[config.mk]
export PLATFORM = sky130hd
export DESIGN_NAME = nand_seq_ctrl
export DESIGN_NICKNAME = d
export VERILOG_FILES = /design/src/rtl/nand_seq_ctrl.sv
export SDC_FILE = /design/constraint.sdc
export NUM_CORES = 1
export LEC_CHECK = 0
export ABC_AREA = 1
export CAP_MARGIN = 20
export CORE_MARGIN = 2
export CORE_UTILIZATION = 50
export DETAILED_ROUTE_END_ITERATION = 7
export GPL_TIMING_DRIVEN = 0
export PLACE_DENSITY = 0.75
export SYNTH_ARGS = -nofsm -noshare
export SYNTH_HDL_FRONTEND = slang
export SYNTH_SLANG_ARGS = --single-unit
[constraint.sdc]
create_clock -name clk -period 1.84 [get_ports clk]
set_input_delay 0.184 -clock clk [delete_from_list [all_inputs] [get_ports clk]]
set_output_delay 0.184 -clock clk [all_outputs]
set_load 0.02 [all_outputs]
[src/rtl/nand_seq_ctrl.sv]
// Bit-serial logic unit: every result bit is built from a short sequence of
// evaluations of one shared 2-input NAND cell, one evaluation per clock.
module nand_seq_ctrl #(
    parameter int unsigned WIDTH = 8
) (
    input  logic             clk,
    input  logic             rst,
    input  logic             start,
    input  logic [2:0]       op,
    input  logic [WIDTH-1:0] a,
    input  logic [WIDTH-1:0] b,
    output logic             busy,
    output logic             done,
    output logic [WIDTH-1:0] y,
    output logic             err
);

    localparam int unsigned IDX_W  = (WIDTH > 1) ? $clog2(WIDTH) : 1;
    localparam int unsigned STEP_W = 3;

    localparam logic [2:0] OP_NAND = 3'b000;
    localparam logic [2:0] OP_AND  = 3'b001;
    localparam logic [2:0] OP_OR   = 3'b010;
    localparam logic [2:0] OP_NOR  = 3'b011;
    localparam logic [2:0] OP_XOR  = 3'b100;
    localparam logic [2:0] OP_XNOR = 3'b101;
    localparam logic [2:0] OP_NOT  = 3'b110;
    localparam logic [2:0] OP_ILL  = 3'b111;

    typedef enum logic [1:0] {IDLE, EXEC, DONE} state_t;
    typedef enum logic [2:0] {SRC_A, SRC_B, SRC_T, SRC_U, SRC_V, SRC_YP} src_t;
    typedef enum logic [2:0] {DST_T, DST_U, DST_V, DST_YP, DST_Y} dst_t;

    state_t              state, state_nx;
    logic [WIDTH-1:0]    a_q, b_q, a_nx, b_nx, y_nx;
    logic [2:0]          op_q, op_nx;
    logic [IDX_W-1:0]    bit_idx, bit_nx;
    logic [STEP_W-1:0]   step, step_nx, step_last;
    logic                t_q, u_q, v_q, yp_q, t_nx, u_nx, v_nx, yp_nx;
    logic                busy_nx, done_nx, err_nx;
    logic                accept, illegal, last_step, last_bit;
    src_t                src0, src1;
    dst_t                dst;
    logic                nand_x0, nand_x1, nand_y;

    assign last_step = (step == step_last);
    assign last_bit  = (bit_idx == IDX_W'(WIDTH - 1));

    // Step microcode: operand sources and destination for the current step
    always_comb begin
        src0      = SRC_A;
        src1      = SRC_B;
        dst       = DST_Y;
        step_last = STEP_W'(0);
        case (op_q)
            OP_NOT: src1 = SRC_A;
            OP_AND: begin
                step_last = STEP_W'(1);
                if (step == STEP_W'(0)) dst = DST_T;
                else begin src0 = SRC_T; src1 = SRC_T; end
            end
            OP_OR, OP_NOR: begin
                step_last = (op_q == OP_OR) ? STEP_W'(2) : STEP_W'(3);
                case (step)
                    STEP_W'(0): begin src1 = SRC_A; dst = DST_T; end
                    STEP_W'(1): begin src0 = SRC_B; dst = DST_U; end
                    STEP_W'(2): begin
                        src0 = SRC_T; src1 = SRC_U;
                        dst  = (op_q == OP_OR) ? DST_Y : DST_YP;
                    end
                    default:    begin src0 = SRC_YP; src1 = SRC_YP; end
                endcase
            end
            OP_XOR, OP_XNOR: begin
                step_last = (op_q == OP_XOR) ? STEP_W'(3) : STEP_W'(4);
                case (step)
                    STEP_W'(0): dst = DST_T;
                    STEP_W'(1): begin src1 = SRC_T; dst = DST_U; end
                    STEP_W'(2): begin src0 = SRC_B; src1 = SRC_T; dst = DST_V; end
                    STEP_W'(3): begin
                        src0 = SRC_U; src1 = SRC_V;
                        dst  = (op_q == OP_XOR) ? DST_Y : DST_YP;
                    end
                    default:    begin src0 = SRC_YP; src1 = SRC_YP; end
                endcase
            end
            default: ;
        endcase
    end

    // State register
    always_ff @(posedge clk) begin
        if (rst) state <= IDLE;
        else     state <= state_nx;
    end

    // Next-state logic; an illegal op goes straight to DONE with err
    always_comb begin
        state_nx = state;
        accept   = 1'b0;
        illegal  = 1'b0;
        case (state)
            IDLE, DONE: begin
                state_nx = IDLE;
                if (start) begin
                    if (op == OP_ILL) begin
                        illegal  = 1'b1;
                        state_nx = DONE;
                    end else begin
                        accept   = 1'b1;
                        state_nx = EXEC;
                    end
                end
            end
            EXEC:    if (last_step && last_bit) state_nx = DONE;
            default: state_nx = IDLE;
        endcase
    end

    // Output/datapath logic around the single NAND cell
    always_comb begin
        a_nx    = a_q;
        b_nx    = b_q;
        op_nx   = op_q;
        bit_nx  = bit_idx;
        step_nx = step;
        t_nx    = t_q;
        u_nx    = u_q;
        v_nx    = v_q;
        yp_nx   = yp_q;
        y_nx    = y;
        err_nx  = 1'b0;
        busy_nx = (state_nx == EXEC);
        done_nx = (state_nx == DONE);

        case (src0)
            SRC_A:   nand_x0 = a_q[bit_idx];
            SRC_B:   nand_x0 = b_q[bit_idx];
            SRC_T:   nand_x0 = t_q;
            SRC_U:   nand_x0 = u_q;
            SRC_V:   nand_x0 = v_q;
            default: nand_x0 = yp_q;
        endcase
        case (src1)
            SRC_A:   nand_x1 = a_q[bit_idx];
            SRC_B:   nand_x1 = b_q[bit_idx];
            SRC_T:   nand_x1 = t_q;
            SRC_U:   nand_x1 = u_q;
            SRC_V:   nand_x1 = v_q;
            default: nand_x1 = yp_q;
        endcase
        nand_y = ~(nand_x0 & nand_x1);

        if (accept) begin
            a_nx    = a;
            b_nx    = b;
            op_nx   = op;
            bit_nx  = IDX_W'(0);
            step_nx = STEP_W'(0);
            t_nx    = 1'b0;
            u_nx    = 1'b0;
            v_nx    = 1'b0;
            yp_nx   = 1'b0;
        end else if (illegal) begin
            err_nx = 1'b1;
        end else if (state == EXEC) begin
            case (dst)
                DST_T:   t_nx  = nand_y;
                DST_U:   u_nx  = nand_y;
                DST_V:   v_nx  = nand_y;
                DST_YP:  yp_nx = nand_y;
                default: y_nx[bit_idx] = nand_y;
            endcase
            if (last_step) begin
                step_nx = STEP_W'(0);
                t_nx    = 1'b0;
                u_nx    = 1'b0;
                v_nx    = 1'b0;
                yp_nx   = 1'b0;
                if (!last_bit) bit_nx = bit_idx + IDX_W'(1);
            end else begin
                step_nx = step + STEP_W'(1);
            end
        end
    end

    // Datapath and output registers
    always_ff @(posedge clk) begin
        if (rst) begin
            a_q     <= '0;
            b_q     <= '0;
            op_q    <= 3'b000;
            bit_idx <= '0;
            step    <= '0;
            t_q     <= 1'b0;
            u_q     <= 1'b0;
            v_q     <= 1'b0;
            yp_q    <= 1'b0;
            y       <= '0;
            busy    <= 1'b0;
            done    <= 1'b0;
            err     <= 1'b0;
        end else begin
            a_q     <= a_nx;
            b_q     <= b_nx;
            op_q    <= op_nx;
            bit_idx <= bit_nx;
            step    <= step_nx;
            t_q     <= t_nx;
            u_q     <= u_nx;
            v_q     <= v_nx;
            yp_q    <= yp_nx;
            y       <= y_nx;
            busy    <= busy_nx;
            done    <= done_nx;
            err     <= err_nx;
        end
    end

endmodule

Word level (Yosys, flattened, before mapping):

Index checks and enable logic that the tools add are counted.

* add/sub/neg operators: 2
* multipliers: 0
* div/mod/pow operators: 0
* magnitude comparators: 2
* equality and inequality tests: 27
* shift-type cells: 0
* muxes and demuxes: 46
* bitwise operators: 6
* reductions and logical operators: 25

Operator list (count)
* case mux 3 bit (3 select lines): 8
* equality test 3 x 2 -> 1 bit, second input constant: 10
* case mux 3 bit (4 select lines): 2
* equality test 3 bit, second input constant: 7
* two-way mux 1 bit: 19
* equality test 3 x 1 -> 1 bit, second input constant: 5
* two-way mux 3 bit: 5
* zero test 3 bit: 4
* AND reduction 3 bit: 4
* OR reduction 2 bit: 6
* two-way mux 2 bit: 5
* case mux 1 bit (5 select lines): 2
* bitwise mux 8 bit: 1
* AND reduction 4 bit: 2
* nonzero test 2 bit: 4
* adder 3 x 1 -> 3 bit, second input constant: 2
* binary-select mux 1 bit (select 3 bit): 2
* NOT 1 bit: 5
* equality test 2 x 1 -> 1 bit, second input constant: 2
* equality test 2 bit, second input constant: 2
* < comparator 3 x 4 -> 1 bit, second input constant: 1
* case mux 2 bit (2 select lines): 1
* OR reduction 4 bit: 1
* demux 1 bit (select 3 bit): 1
* 6 further kinds: 7

* bits in registers: 42
* bits in latches: 0
* memory bits (writable): 0
* ROM bits: 0
* input bits: 22
* output and inout bits: 11
* logic and storage cells: 122
* memories: 0

Depth between registers and ports, before layout:

* word-level depth: 10
* mapped depth: 16
* gate-level depth less buffers: 16

Worst setup path after synthesis:

Ideal clock, no wire load.

* path type: flip-flop to flip-flop
* start: register op_q[1]
* end: register y[0]
* setup time: 113 ps
* arrival: 1678 ps
* required time: 1727 ps
* setup slack: 49 ps
* stages on the path, launching flop included: 14
* buffers on the path: 0
* clock period less this slack: 1791 ps
* cells stage by stage: dfxtp_1 > inv_2 > ha_1 > nand3_1 > nand2_1 > inv_2 > nor2_1 > nand2_1 > nand2_1 > inv_1 > nand2_1 > nand2_4 > o21ai_1 > inv_1

* longest elaborated chain between the ends: 8
* elaborated cells on any way between the ends: 37
* classes of those cells: eq/ne: 17; mux: 10; bitwise: 3; reduce/logical: 7

Ends and longest elaborated chain
* from (decl): line 36 `logic [2:0] op_q, op_nx;`
* from (signal assigned): line 206 `op_q <= op_nx;`
* equality test 3 bit (tied with other cells): line 55, 82
* two-way mux 3 bit (tied with other cells): line 82 `dst = (op_q == OP_XOR) ? DST_Y : DST_YP;`
* case mux 3 bit (4 select lines) (tied with other cells): line 76 `case (step)`
* case mux 3 bit (3 select lines) (tied with other cells): line 55 `case (op_q)`
* equality test 3 x 2 -> 1 bit (tied with other cells): line 167 `case (dst)`
* OR reduction 4 bit (no line) or AND 1 bit (tied branches)
* NOT 1 bit, on equally long branches
* AND reduction 4 bit (no line) or bitwise mux 8 bit (tied branches)
* to (signal assigned): line 213 `y <= y_nx;`
* to (decl): line 14 `output logic [WIDTH-1:0] y,`

Parallel ways exist; a longest one is shown, timed or not.
A chain may end at the register's enable or synchronous reset.

Worst setup path after layout:

* start: register step[1]
* end: register v_q

* longest elaborated chain between the ends: 10
* elaborated cells on any way between the ends: 38
* classes of those cells: eq/ne: 13; mux: 16; bitwise: 2; reduce/logical: 7

Ends and longest elaborated chain
* from (decl): line 38 `logic [STEP_W-1:0] step, step_nx, step_last;`
* from (signal assigned): line 208 `step <= step_nx;`
* equality test 3 x 2 -> 1 bit (tied with other cells): line 64, 76
* OR reduction 2 bit (no line)
* case mux 3 bit (3 select lines): line 76
* case mux 3 bit (4 select lines) or case mux 3 bit (3 select lines) (tied branches): line 55
* equality test 3 bit (tied with other cells): line 144 `case (src1)`
* case mux 1 bit (5 select lines), on equally long branches: line 144, 136
* AND 1 bit: line 152 `nand_y = ~(nand_x0 & nand_x1);`
* NOT 1 bit: line 152
* two-way mux 1 bit: line 167
* two-way mux 1 bit: line 174 `if (last_step) begin`
* to (signal assigned): line 211 `v_q <= v_nx;`
* to (decl): line 39 `logic t_q, u_q, v_q, yp_q, t_nx, u_nx, v_nx, yp_nx;`

Parallel ways exist; a longest one is shown, timed or not. The select of a mux whose other input is x is not followed.

==> results.md <==
- Crit start category: flop
- GRT Util Overall: about 24%
- Area grow syn2layout: 35.5%
- Total gr overflow: 0
- FF-to-FF End: v_q
- Mean cell area of the mapped netlist: roughly 6.4 µm²
- Cell Int Power: approximately 1.6 mW
- R2R setup slack: -60 ps
- Count leader, synth: nand2_1
- Boundary Pins: 33
- Post-route cell area: 3370 µm²
- Fillers: 420
- Final setup fails: 16
- Routed wire per std cell: around 13 µm
- Crit end category: flop
- Number of global-route vias before repair: 2421
- CTS H-tree lvls: 2
- Number of diodes: 0
- Fin. Hold Viols: 0
- Worst endpoint required time: 2080 ps
- Unrepaired setup endpoints after global routing: true
- Setup slack after layout: -55.6 ps
- Ys async rst share: 0%
- Placement Cell Area: approximately 2900 µm²
- Setup CP Type: reg2reg
- Syn Nets: 419
- Die Width: 74.6 µm
- Placed cells: 487
- First-pass GRT wire length: between 10000 and 15000 µm
- Via density: 5.10
- Clk buf depth: 2
- First-pass detailed-route iteration total: 5
- Row Count: 25
- Final design utilization: 71.0%
- Net Switching: 0.928 mW
- Hold wc startpoint: a_q[3]
- Via count: 2572
- Power share of the clock group: between 20% and 30%
- Yosys Warn Count: 0
- Synthesized area: 2490 µm²
- Initial DRC Count: 130
- Sw Ratio: around 37%
- Count of unique library cells instantiated by Yosys: 29
- DRC: 0
- Yosys top cell area share: 33.8%
- Fmax: 528 MHz
- Peak VDD IR: 0.581 mV
- GPL Wtd Cong: 0.856
- Run status: finished with violations
- Largest net degree at the start of global routing: 13
- CTS tree: done
- Register-to-Register Path Depth: 15
- Core area: 4750 µm²
- Crit path launch: step[1]
- Root buffer cell: clkbuf_8
- Initial antenna violation count: 0
- Hold Crit Endpoint: a_q[3]
- Clk_skew: 11.5 ps
- Largest area contributor in the netlist: dfxtp_1
- Worst hold path type: reg2reg
- Final period util: 103%
- Starting Density: 52.4%
- Num CTS Buffers: 5
- PwrDens: roughly 740 nW/µm²
- MaxCap Viol Count: 0
- Final non-filler cell total: 504
- Leakage power: 1.55 nW
- Reg2reg start: step[1]
- Clock-pin slew on the worst setup and hold paths: 80 ps
- Routed WL: 6480 µm
- Fraction of layout cells with a size suffix above 1: 22.7%
- Worst Hold Depth: 2
- CP Max Fanout: 5
- Top cells by area, synth: dfxtp_1, nand2_1, nor2_1
- Crit path DAT: around 2100 ps
- Worst-margin pin slew: approximately 430 ps
- Yosys reg bits: 42
- Slew headroom: 71.1%
- Synth Flop Type: dfxtp_1
- Logic pwr share: 35.7%
- Die H: 74.6 µm
- Failing checks: negative setup slack
- Sequential share of power: a little over two fifths
- Cells after synthesis: a little under 400
- Skew-Pair Late Insertion Delay: 290 ps
- Clk sinks: between 40 and 50
- HPWL after DPL: 4370 µm
- Post-synthesis sequential area ratio: 33.8%
- Die area: 5560 µm²
- Post-synth EDFFs: 0
- Max Slew Vio Count: 0
- Antenna-violating nets left: 0
- Synth top cells by count: nand2_1, nor2_1, inv_1
- Reg area: about 860 µm²
- Port bufs: 32
- Final min period: 1900 ps
- Multi-input logic area: 1710 µm²
- Layout net count: 468
critical path: stages (launching register included):
cell	delay [ps]
dfxtp_4	370
buf_6	120
ha_4	180
o21ai_4	190
nand3_2	90
nand2_1	90
nand2_1	90
nand2_1	80
nand2_1	40
nand2_1	60
nand2_1	50
inv_1	60
nand2_2	80
nand2_4	120
nand2_4	80
a21oi_2	130
through the flow:
step | hold slack [ps] | setup slack [ps] | setup TNS, ps | power [mW]
3_5_place_dp | 471 | -261 | -4210 | 1.78
3_3_place_gp | 463 | -236 | -3600 | 1.76
6_report | 485 | -55.6 | -466 | 2.51
4_1_cts | 491 | 1.76 | 0 | 2.42
5_1_grt | 514 | -165 | -2530 | 2.67
2_1_floorplan | 345 | 49.2 | 0 | 1.58
sequential cells by signal, summed over array words and instances (netlist names):
| signal | count |
|---|---|
| a_q | 8 |
| err | 1 |
| y | 8 |
| u_q | 1 |
| busy | 1 |
| op_q | 3 |
| t_q | 1 |
| step | 3 |
| state | 2 |
| done | 1 |
| b_q | 8 |
| bit_idx | 3 |
| v_q | 1 |
| yp_q | 1 |
metal layers:
metal	GRT usage, %	vias to the layer above	routed length, µm
li1	-	1327	-
met1	28.4	1165	2730
met2	43.8	60	3360
met3	5.01	20	205
met4	9.33	0	185
met5	0	-	0
power by group through the flow:
stage / logic [mW] / clock network [mW] / registers (mW)
floorplan: 0.522 / 0 / 1.06
detailed placement: 0.722 / 0 / 1.06
global route: 1.00 / 0.613 / 1.06
finish: 0.896 / 0.565 / 1.05
global placement: 0.707 / 0 / 1.06
CTS: 0.800 / 0.575 / 1.05
layout make-up:
cell class	instances	share of cell area [%]
Inverter	54	6.34
Clock inverter	1	0.222
Timing Repair Buffer	42	11.8
Buffer	6	0.779
Clock buffer	6	2.15
Multi-Input combinational cell	286	50.7
Sequential cell	42	25.5
Tap cell	67	2.48
logic make-up (layout without fill, tap and decap cells):
logic type               after synthesis  count (layout)  synth area share [%]
AND/OR/NAND/NOR                      206             207                  36.4
AO/OA/AOI/OAI                         67              67                  14.6
buffers and inverters                 61             109                  9.35
flip-flops                            42              42                  33.8
XOR/XNOR                               3               3                  1.36
adder cells (fa/ha/maj)                9               9                  4.52
what timing repair did:
item,4_1_cts,5_1_grt
pin swaps,5,13
endpoints found under the setup margin,22,22
setup buffers,5,5
hold buffers,0,0
gates cloned,1,0
resized for setup,39,49
cells in the final DEF (no fill, tap or decap), drive strengths merged:
cell / netlist / final
a21o: 1 / 1
a21oi: 24 / 24
a31oi: 2 / 2
buf: 1 / 10
clkbuf: 6 / 12
clkdlybuf4s50: 0 / 32
clkinv: 2 / 2
clkinvlp: 0 / 1
dfxtp: 42 / 42
ha: 9 / 9
inv: 52 / 52
nand2: 106 / 107
nand3: 30 / 30
nand3b: 1 / 1
nand4: 3 / 3
nor2: 65 / 65
nor3: 1 / 1
o21ai: 38 / 38
o21bai: 2 / 2
xor2: 3 / 3
worst max-delay path by stage:
stage                       to  slack (ps)  cells past startpoint
floorplan                 y[0]          50                     13
detailed placement  bit_idx[1]        -260                      7
CTS                        v_q           2                     14
finish                     v_q         -60                     15
global placement    bit_idx[2]        -240                      7
global route              y[4]        -170                     16
Power figures use the tool's default switching activity.
